$ cat config.mk
export PLATFORM = sky130hd
export DESIGN_NAME = cgra_seq
export DESIGN_NICKNAME = d
export VERILOG_FILES = /design/src/rtl/cgra_seq.sv
export SDC_FILE = /design/constraint.sdc
export NUM_CORES = 1
export LEC_CHECK = 0
export CORE_MARGIN = 2
export CORE_UTILIZATION = 30
export DETAILED_ROUTE_END_ITERATION = 8
export GPL_ROUTABILITY_DRIVEN = 0
export HOLD_SLACK_MARGIN = 0.03
export PLACE_DENSITY = 0.5
export SETUP_SLACK_MARGIN = 0.2
export SYNTH_ARGS = -nofsm -noshare
export SYNTH_HDL_FRONTEND = slang
export SYNTH_SLANG_ARGS = --single-unit
$ cat constraint.sdc
create_clock -name clk -period 3.35 [get_ports clk]
set_input_delay 0.67 -clock clk [delete_from_list [all_inputs] [get_ports clk]]
set_output_delay 0.67 -clock clk [all_outputs]
set_load 0.005 [all_outputs]
$ cat src/rtl/cgra_seq.sv
// cgra_seq: launch sequencer for a CGRA accelerator.
// It fetches cfg_len_i configuration words from data memory, starting at
// base_addr_i, and writes each one into the CGRA configuration slots. It
// then clears the CGRA for one cycle and enables it until cgra_done_i
// arrives or the optional run timeout expires.
//
// Ports:
//   clk, rst        - rising-edge clock, synchronous active-high reset
//   start_i         - one-cycle launch pulse (ignored unless idle)
//   base_addr_i     - first configuration word address
//   cfg_len_i       - number of configuration words (0 = skip loading)
//   run_cycles_i    - run timeout in cycles (0 = wait for cgra_done_i)
//   busy_o          - sequence in progress (CPU stall)
//   done_o          - one-cycle completion pulse
//   err_o           - last run ended by timeout, held until next start
//   mem_req_o/mem_addr_o/mem_gnt_i/mem_rvalid_i/mem_rdata_i
//                   - single-outstanding read port to data memory
//   cfg_we_o/cfg_idx_o/cfg_data_o
//                   - configuration slot write port
//   cgra_rst_o      - one-cycle CGRA state clear
//   cgra_en_o       - CGRA execute enable
//   cgra_done_i     - CGRA execution finished
module cgra_seq #(
  parameter int ADDR_W = 10,
  parameter int DATA_W = 32,
  parameter int IDX_W  = 6
) (
  input  logic              clk,
  input  logic              rst,
  input  logic              start_i,
  input  logic [ADDR_W-1:0] base_addr_i,
  input  logic [IDX_W-1:0]  cfg_len_i,
  input  logic [15:0]       run_cycles_i,
  output logic              busy_o,
  output logic              done_o,
  output logic              err_o,
  output logic              mem_req_o,
  output logic [ADDR_W-1:0] mem_addr_o,
  input  logic              mem_gnt_i,
  input  logic              mem_rvalid_i,
  input  logic [DATA_W-1:0] mem_rdata_i,
  output logic              cfg_we_o,
  output logic [IDX_W-1:0]  cfg_idx_o,
  output logic [DATA_W-1:0] cfg_data_o,
  output logic              cgra_rst_o,
  output logic              cgra_en_o,
  input  logic              cgra_done_i
);

  typedef enum logic [2:0] {
    IDLE,
    CFG_REQ,
    CFG_WAIT,
    CLR,
    RUN,
    DONE
  } state_t;

  state_t            state;
  logic [ADDR_W-1:0] base_q;
  logic [IDX_W-1:0]  len_q;
  logic [IDX_W-1:0]  cnt_q;
  logic [15:0]       run_q;
  logic [15:0]       run_cnt;

  logic [IDX_W-1:0]  cnt_nxt;
  logic              last_word;
  logic              timeout_hit;

  assign cnt_nxt     = cnt_q + IDX_W'(1);
  assign last_word   = (cnt_q == len_q - IDX_W'(1));
  assign timeout_hit = (run_q != '0) && (run_cnt == run_q - 16'd1);

  // Outputs are registered, so each one is set on the transition into the
  // state where it must be visible and cleared on the transition out.
  always_ff @(posedge clk) begin
    if (rst) begin
      state      <= IDLE;
      base_q     <= '0;
      len_q      <= '0;
      cnt_q      <= '0;
      run_q      <= '0;
      run_cnt    <= '0;
      busy_o     <= 1'b0;
      done_o     <= 1'b0;
      err_o      <= 1'b0;
      mem_req_o  <= 1'b0;
      mem_addr_o <= '0;
      cfg_we_o   <= 1'b0;
      cfg_idx_o  <= '0;
      cfg_data_o <= '0;
      cgra_rst_o <= 1'b0;
      cgra_en_o  <= 1'b0;
    end else begin
      cfg_we_o   <= 1'b0;
      cgra_rst_o <= 1'b0;
      done_o     <= 1'b0;
      case (state)
        IDLE: begin
          if (start_i) begin
            base_q <= base_addr_i;
            len_q  <= cfg_len_i;
            run_q  <= run_cycles_i;
            cnt_q  <= '0;
            err_o  <= 1'b0;
            busy_o <= 1'b1;
            if (cfg_len_i == '0) begin
              state      <= CLR;
              cgra_rst_o <= 1'b1;
            end else begin
              state      <= CFG_REQ;
              mem_req_o  <= 1'b1;
              mem_addr_o <= base_addr_i;
            end
          end
        end
        CFG_REQ: begin
          if (mem_gnt_i) begin
            mem_req_o <= 1'b0;
            state     <= CFG_WAIT;
          end
        end
        CFG_WAIT: begin
          if (mem_rvalid_i) begin
            cfg_we_o   <= 1'b1;
            cfg_idx_o  <= cnt_q;
            cfg_data_o <= mem_rdata_i;
            cnt_q      <= cnt_nxt;
            if (last_word) begin
              state      <= CLR;
              cgra_rst_o <= 1'b1;
            end else begin
              state      <= CFG_REQ;
              mem_req_o  <= 1'b1;
              // address arithmetic wraps naturally at ADDR_W bits
              mem_addr_o <= base_q + ADDR_W'(cnt_nxt);
            end
          end
        end
        CLR: begin
          run_cnt   <= '0;
          cgra_en_o <= 1'b1;
          state     <= RUN;
        end
        RUN: begin
          if (run_cnt != '1) begin
            run_cnt <= run_cnt + 16'd1;
          end
          // completion wins over a coincident timeout
          if (cgra_done_i || timeout_hit) begin
            state     <= DONE;
            cgra_en_o <= 1'b0;
            busy_o    <= 1'b0;
            done_o    <= 1'b1;
            err_o     <= ~cgra_done_i;
          end
        end
        DONE: begin
          state <= IDLE;
        end
        default: begin
          state <= IDLE;
        end
      endcase
    end
  end

endmodule

==> impl_metrics.toml, run 1 <==
[timing]
period_share_pct = 85.1
clock_skew_ns = 0.0109
finalWorstSetupSlack_ns = 0.500
worstMarginPinSlew_ns = 0.798
slew_viol_final = 0
min_period_ns = 2.85
hold_violations = 0
max_freq_mhz = 351
hold_ws_ns = 0.457
setup_tns_ns = 0
maxSlewHeadroom_pct = 46.8
rsz0062_at_grt = "false"
setup_viol = 0

[placed_design]
place_hpwl_um = 11200
dpl_cell_area_um2 = 6790
port_buffers = 124
pre_cts_ws_ns = 0.541

[synthesis]
synth_area_per_cell_um2 = 7.84
synth_fp_nets = 764
synthCells = 683
synth_cell_types = 60
synth_edf_count = 0
ys.warnings.count = 0
async_flop_share_pct = 0
netlist_area_um2 = 5350
ys_seq_area_share_pct = 41.9
synth-seq-cells = 112
synthFlopType = "dfxtp_1"

[grt]
antenna_found_initial = 0
grtUsageTotal_pct = 16.7
grt_first_pass_wirelength_um = 24700
grt_overflow = 0
grt_max_degree = 40
grt_pass1_vias = 4875

[worst_setup_path]
end_kind = "flop"
crit_type = "flop to flop"
ff2ff_setup_slack_ns = 0.50
cp.arrival_ns = 3.13
cp-startpoint = "run_q[0]$_SDFFE_PP0P_"
crit_path_max_fanout = 6
startpoint_type = "flop"
r2r-start = "run_q[0]$_SDFFE_PP0P_"
crit_required_ns = 3.63

[die]
die_h_um = 138
initial_core_util_pct = 30.8
fp-row-count = 48
die_w_um = 138
core_area_um2 = 17400
dieArea_um2 = 18900
io_pins = 125

[routing]
wl_per_cell_um = 15.1
vias_per_cell = 4.92
num_vias = 5018
drt-met1-wl_um = 6630
drt_iter0_markers = 199
post-route-drc-count = 0
wl_met2_um = 7500
firstDrtPassIters = 4
wl_met3_um = 1020
highest_layer = "met4"
final_antenna_net_count = 0
drt-total-wl_um = 15400

[clock_tree]
cts_hold_buffers = 0
cts_tree = "yes"
root_buffer = "clkbuf_16"
h-tree-depth = 3
cts_sinks = 112
cts.path.max_buffers = 2
cts_buffers = 9
worst_skew_pair.late_latency_ns = 0.36
post-cts-setup-buffer-count = 0
cts-resized-gates = 0
path_clk_slew_ns = 0.08

[run_status]
outcome = "finished, final reports clean"

[power]
p_int_mw = 2.19
vdd_drop_max_mv = 0.251
totalPowerFinal_mw = 3.08
comb_power_share_pct = 18.2
switchingPower_uw = 886
p_per_area_nw_per_um2 = 435
power_frac_seq_pct = 47.5
p_leak_nw = 2.53
p_clk_share_pct = 34.3
swShare_pct = 28.8

[final_layout]
area.growth.synth_to_final_pct = 32.1
nFillCells = 1761
fin_area_um2 = 7070
nNetsFinal = 871
drive_gt1_share_pct = 4.91
num_antenna_cells = 0

[min_path]
worstHoldStart = "cfg_data_o[23]$_SDFFE_PP0P_"
hold_class = "flop to flop"

[flow_run]
max_cap_viol_count = 0
## flip-flops by register name, summed over array words and instances, names as in the netlist
register / count
cfg_data_o: 32
run_cnt: 16
run_q: 16
base_q: 10
mem_addr_o: 10
cfg_idx_o: 6
cnt_q: 6
len_q: 6
state: 3
busy_o: 1
cfg_we_o: 1
cgra_en_o: 1
cgra_rst_o: 1
done_o: 1
err_o: 1
mem_req_o: 1
## final cells by class
cell class	instances	area (um^2)	area share [%]
Clock buffer	11	233	3.29
Clock inverter	5	47.5	0.672
Inverter	13	48.8	0.690
Multi-Input combinational cell	517	2890	40.8
Sequential cell	112	2240	31.7
Tap cell	225	282	3.98
Timing Repair Buffer	137	1330	18.9
## path summary, 6_finish.rpt
path	end	cells after the start
hold reg to reg	cfg_data_o[23]$_SDFFE_PP0P_	2
hold / removal	cfg_data_o[23]$_SDFFE_PP0P_	2
setup reg to reg	done_o$_SDFF_PP0_	9
setup / recovery	done_o$_SDFF_PP0_	9
## metrics by stage
step | cells | util, %
after floorplan | 683 | -
after global placement | 1004 | 39.1
after detailed placement | 1004 | 39.1
after CTS | 1020 | 40.7
after global routing | 1020 | 40.7
final | 1020 | 40.7
## cell usage in the layout (no fill, tap or decap), types with 9 or more instances in the layout
master,count
ha_1,10
clkdlybuf4s50_1,123
inv_1,13
a21oi_1,90
buf_4,13
dfxtp_1,112
clkbuf_16,9
o21ai_0,20
nand2_1,177
nor3_1,19
nand3_1,10
xor2_1,18
xnor2_1,29
nor2_1,39
## layer usage
| metal | vias to the layer above | global-route usage, % |
|---|---|---|
| li1 | 2536 | - |
| met1 | 2350 | 19.8 |
| met2 | 111 | 28.4 |
| met3 | 21 | 5.70 |
| met4 | 0 | 5.38 |
| met5 | - | 0 |
## critical path, cell delays in order, from the launching register on
cell	delay, ns
dfxtp_1	0.36
inv_1	0.07
ha_1	0.25
or4b_4	0.53
o211a_1	0.24
a2111oi_2	0.29
o2111a_1	0.22
o2111ai_1	0.14
o41ai_1	0.44
nor3b_2	0.25
## power by group through the flow
stage	sequential, mW	clock [mW]	combinational, mW
finish	1.46	1.06	0.562
CTS	1.46	1.10	0.566
detailed placement	1.49	0	0.564
global placement	1.49	0	0.557
floorplan	1.47	0	0.340
global route	1.47	1.15	0.623
## kinds of logic after synthesis
logic type	Yosys count	share of synthesized area, %
AOI/OAI and AO/OA	154	17.0
and+or+nand+nor	295	24.5
DFF	112	41.9
xor gates and xnor gates	47	7.69
muxes	10	1.92
buffers and inverters	54	4.28
adders and majority gates	11	2.71
## Yosys cell counts (2+ instances only)
master     instances  share of area (%)
a21o_1             4               0.56
nand3b_1           3               0.42
clkbuf_8           2               0.51
ha_1              10                2.3
xnor2_1           29                4.7
buf_2              2               0.19
a22oi_1            2               0.28
nor3b_1            3               0.42
mux2i_1            8                1.5
a22o_1             3               0.49
a31oi_1            6               0.70
a211oi_1           6               0.84
nor2_1            39                2.7
xor2_1            18                2.9
nand3_1           10               0.94
a21oi_1           90                8.4
o21bai_1           2               0.28
inv_1             13               0.91
clkbuf_1          35                2.5
or4_1              4               0.56
o211a_1            2               0.37
a211o_1            2               0.33
nor3_1            20                1.9
mux2_2             2               0.42
and3_1             3               0.35
and2_1             3               0.35
o32ai_1            2               0.33
nor2b_1            7               0.82
nand4_1            6               0.70
nand2_1          177                 12
or2_2              2               0.23
or3_1              3               0.35
dfxtp_1          112                 42
o21ai_0           20                1.9
a2111oi_0          2               0.33
nor4_1             5               0.58
nand2b_1           2               0.23
a221oi_1           2               0.33
Power figures use the tool's default switching activity.
==> inputs of run 2 (changes only) <==
- ABC_CLOCK_PERIOD_IN_PS: default -> 3350
- CORE_UTILIZATION: 30 -> 45
- CTS_CLUSTER_SIZE: default -> 25
- PLACE_DENSITY: 0.5 -> 0.7
==> impl_metrics.toml, run 2 (same netlist as run 1, synthesis figures left out) <==
[grt]
gr-usage-met1_pct = 26.1
grt_max_degree = 49
grt_use_met3_pct = 8.09
grt_overflow = 0
grt_busiest_layer = "met2"
grtUsageTotal_pct = 22.2
antenna_found_initial = 0
grt_first_pass_wirelength_um = 23100
use_met2_pct = 38.1
grt_pass1_vias = 4926

[worst_setup_path]
startpoint_type = "flop"
crit_type = "flop to flop"
cpLargestDelayFamily = "compound AO/OA/AOI/OAI gates"
cp.arrival_ns = 3.25
end_kind = "flop"
crit_path_max_fanout = 6
slowest_delay_ns = 0.53
worst-path-buf-inv = 1
crit_required_ns = 3.63
critical_path.cell_chain = "inv_1 > ha_1 > or4b_4 > o211a_1 > a2111oi_2 > o2111a_1 > o2111ai_1 > o41ai_1 > nor3b_2"
crit_slowest_cell = "or4b_4"

[power]
p_leak_nw = 2.54
vdd_drop_max_mv = 0.405
p_per_area_nw_per_um2 = 451

[routing]
wl_per_cell_um = 14.9
drt-total-wl_um = 13900
drt_iter0_markers = 330
vias_per_cell = 5.37
firstDrtPassIters = 6
post-route-drc-count = 5
num_vias = 5029
final_antenna_net_count = 0

[timing]
setup_tns_ns = 0
hold_violations = 0
period_share_pct = 88.7
min_period_ns = 2.97
worstMarginPinSlew_ns = 0.905
clock_skew_ns = 0.00667
maxSlewHeadroom_pct = 39.6
max_freq_mhz = 336
rsz0062_at_grt = "false"
slew_viol_final = 0
setup_viol = 0

[final_layout]
num_antenna_cells = 0
largest_reg_flops = 32
nNetsFinal = 869
area.growth.synth_to_final_pct = 30.6
layout_common_cells = "nand2_1, clkdlybuf4s50_1, dfxtp_1"
fin_area_um2 = 6990
layout_commonest_cell = "nand2_1"
reg.largest.list = "cfg_data_o (32), run_cnt (16), run_q (16)"
drive_gt1_share_pct = 4.79
largest-register = "cfg_data_o"

[clock_tree]
root_buffer = "clkbuf_16"
cts_buffers = 9
cts_sinks = 112
h-tree-depth = 3
cts.path.max_buffers = 2
post-cts-setup-buffer-count = 0
cts-resized-gates = 0
worst_skew_pair.late_latency_ns = 0.36
cts_hold_buffers = 0
path_clk_slew_ns = 0.07
cts_tree = "yes"

[die]
die_h_um = 113
io_pins = 125
die_w_um = 113
dieArea_um2 = 12800
core_area_um2 = 11500
initial_core_util_pct = 46.5
fp-row-count = 39

[min_path]
hold_class = "flop to flop"

[flow_run]
max_cap_viol_count = 0

[run_status]
violations = "DRC"
outcome = "complete, but fails checks"

[placed_design]
dpl_cell_area_um2 = 6670
port_buffers = 124
place_hpwl_um = 10100
==> run 2: cell count changes in the layout (fill, tap and decap cells not counted), sizes merged <==
cell	delta
buf	-2
bufinv	+1
clkbuf	+1
clkinv	-1
clkinvlp	-1
==> run 2: power by group <==
group          switching (mW)  internal [mW]
Sequential             0.0676           1.39
Combinational           0.281          0.276
Clock                   0.505          0.632
==> run 2: final timing paths <==
kind,from,end,slack [ns],depth (start not counted)
setup reg to reg,run_q[0]$_SDFFE_PP0P_,done_o$_SDFF_PP0_,0.38,9
hold / removal,cfg_data_o[1]$_SDFFE_PP0P_,cfg_data_o[1]$_SDFFE_PP0P_,0.45,2
hold reg to reg,cfg_data_o[1]$_SDFFE_PP0P_,cfg_data_o[1]$_SDFFE_PP0P_,0.45,2
setup / recovery,run_q[0]$_SDFFE_PP0P_,done_o$_SDFF_PP0_,0.38,9
==> run 2: tightest hold or removal path, cell delays in order, from the launching register on <==
cell	delay (ns)
dfxtp_1	0.31
nand2_1	0.05
a21oi_1	0.05
==> run 2: final cells by class <==
| class | instances | area (um^2) |
|---|---|---|
| Tap cell | 143 | 179 |
| Clock inverter | 4 | 58.8 |
| Multi-Input combinational cell | 517 | 2890 |
| Clock buffer | 12 | 256 |
| Inverter | 13 | 48.8 |
| Timing Repair Buffer | 135 | 1320 |
| Sequential cell | 112 | 2240 |
| Fill cell | 1008 | 4530 |
==> run 2: through the flow <==
step                worst slack, ns  hold WS, ns  util [%]  total power [mW]  std cells
floorplan                     0.789        0.441         -              1.81        683
global placement              0.629        0.442      58.0              2.03        920
detailed placement            0.457        0.449      58.0              2.04        920
CTS                           0.423        0.457      60.7              3.18        936
global route                  0.270        0.473      60.7              3.30        936
finish                        0.378        0.454      60.7              3.15        936
==> run 2: layer usage <==
metal | share of wire [%] | wire (um)
met1 | 41 | 5770
met2 | 50 | 6930
met3 | 7.2 | 999
met4 | 1.6 | 219
met5 | 0 | 0
==> inputs of run 3 (changes only) <==
- CTS_BUF_LIST: default -> sky130_fd_sc_hd__clkbuf_4
- CTS_CLUSTER_SIZE: 25 -> 8
==> impl_metrics.toml, run 3 (same netlist as run 1, synthesis figures left out) <==
[run_status]
outcome = "complete, but fails checks"
violations = "DRC"

[clock_tree]
cts_hold_buffers = 0
root_buffer = "clkbuf_4"
cts.path.max_buffers = 2
path_clk_slew_ns = 0.16
cts-resized-gates = 0
h-tree-depth = 3
post-cts-setup-buffer-count = 0
worst_skew_pair.late_latency_ns = 0.49
cts_buffers = 9
cts_sinks = 112
cts_tree = "yes"

[final_layout]
largest-register = "cfg_data_o"
num_antenna_cells = 0
seq_area_um2 = 2240
layout_common_cells = "nand2_1, clkdlybuf4s50_1, dfxtp_1"
nNetsFinal = 869
layout_commonest_cell = "nand2_1"
nFillCells = 1029
area.growth.synth_to_final_pct = 27.4
multi_input_area_um2 = 2890
reg.largest.list = "cfg_data_o (32), run_cnt (16), run_q (16)"
largest_reg_flops = 32
fin_util_pct = 59.2
drive_gt1_share_pct = 4.67

[worst_setup_path]
slowest_delay_ns = 0.53
crit_required_ns = 3.77
critical_path.cell_chain = "inv_1 > ha_1 > or4b_4 > o211a_1 > a2111oi_2 > o2111a_1 > o2111ai_1 > o41ai_1 > nor3b_2"
startpoint_type = "flop"
end_kind = "flop"
ff2ff_setup_slack_ns = 0.36
crit_slowest_cell = "or4b_4"
cpLargestDelayFamily = "compound AO/OA/AOI/OAI gates"
worst-path-buf-inv = 1
cp.arrival_ns = 3.40
crit_path_max_fanout = 6
crit_type = "flop to flop"

[power]
power_frac_seq_pct = 53.8
p_clk_share_pct = 25.8
p_per_area_nw_per_um2 = 399
swShare_pct = 29.6
p_leak_nw = 2.46
switchingPower_uw = 806
p_int_mw = 1.91
vdd_drop_max_mv = 0.322
comb_power_share_pct = 20.5

[timing]
slew_viol_final = 0
min_period_ns = 2.99
maxSlewHeadroom_pct = 40.6
max_freq_mhz = 335
hold_violations = 0
setup_viol = 0
setup_tns_ns = 0
clock_skew_ns = 0.0148
worstMarginPinSlew_ns = 0.891
hold_ws_ns = 0.463
period_share_pct = 89.1
rsz0062_at_grt = "false"

[grt]
grt_overflow = 0
grt_max_degree = 49
antenna_found_initial = 0
grtUsageTotal_pct = 21.9
grt_first_pass_wirelength_um = 22900
grt_pass1_vias = 4928

[die]
core_area_um2 = 11500
die_h_um = 113
die_w_um = 113
io_pins = 125
initial_core_util_pct = 46.5
fp-row-count = 39
dieArea_um2 = 12800

[routing]
drt_iter0_markers = 279
post-route-drc-count = 5
num_vias = 5023
vias_per_cell = 5.37
drt-total-wl_um = 13900
wl_per_cell_um = 14.9
final_antenna_net_count = 0
firstDrtPassIters = 7

[min_path]
hold_class = "flop to flop"

[placed_design]
port_buffers = 124
place_hpwl_um = 10100

[flow_run]
max_cap_viol_count = 0
## run 3: worst paths after layout
check                              endpoint  cells past startpoint                      start
setup / recovery          done_o$_SDFF_PP0_                      9      run_q[0]$_SDFFE_PP0P_
hold / removal    cfg_idx_o[5]$_SDFFE_PP0P_                      2  cfg_idx_o[5]$_SDFFE_PP0P_
setup reg to reg          done_o$_SDFF_PP0_                      9      run_q[0]$_SDFFE_PP0P_
hold reg to reg   cfg_idx_o[5]$_SDFFE_PP0P_                      2  cfg_idx_o[5]$_SDFFE_PP0P_
## run 3: area by class of cell
cell class	instances	area share, %
Clock inverter	6	0.973
Tap cell	143	2.63
Multi-Input combinational cell	517	42.3
Clock buffer	10	1.10
Sequential cell	112	32.9
Inverter	13	0.716
Timing Repair Buffer	135	19.4
## run 3: worst reg2reg max path: stages (launching register included)
cell and delay (ns):
dfxtp_1 0.38, inv_1 0.07, ha_1 0.25, or4b_4 0.53, o211a_1 0.24, a2111oi_2 0.29, o2111a_1 0.26, o2111ai_1 0.18
o41ai_1 0.47, nor3b_2 0.26
## run 3: metrics by stage
| step | total power, mW | instances | setup WS (ns) | area (um^2) |
|---|---|---|---|---|
| final | 2.72 | 936 | 0.364 | 6820 |
| after global routing | 2.86 | 936 | 0.252 | 6820 |
| after CTS | 2.74 | 936 | 0.406 | 6820 |
| after detailed placement | 2.04 | 920 | 0.457 | 6670 |
| after global placement | 2.03 | 920 | 0.629 | 6670 |
| after floorplan | 1.81 | 683 | 0.789 | 5350 |
## run 3: metal layers
layer | global-route usage (%) | part of all wire [%] | vias to the layer above
li1 | - | - | 2534
met1 | 25.8 | 42 | 2325
met2 | 37.9 | 49 | 144
met3 | 7.55 | 7.3 | 20
met4 | 6.59 | 1.7 | 0
met5 | 0 | 0 | -
## run 3: power groups by stage
stage / Combinational, mW / Sequential, mW / Clock, mW
floorplan: 0.340 / 1.47 / 0
global placement: 0.543 / 1.49 / 0
detailed placement: 0.554 / 1.49 / 0
CTS: 0.557 / 1.46 / 0.722
global route: 0.613 / 1.47 / 0.773
finish: 0.556 / 1.46 / 0.701
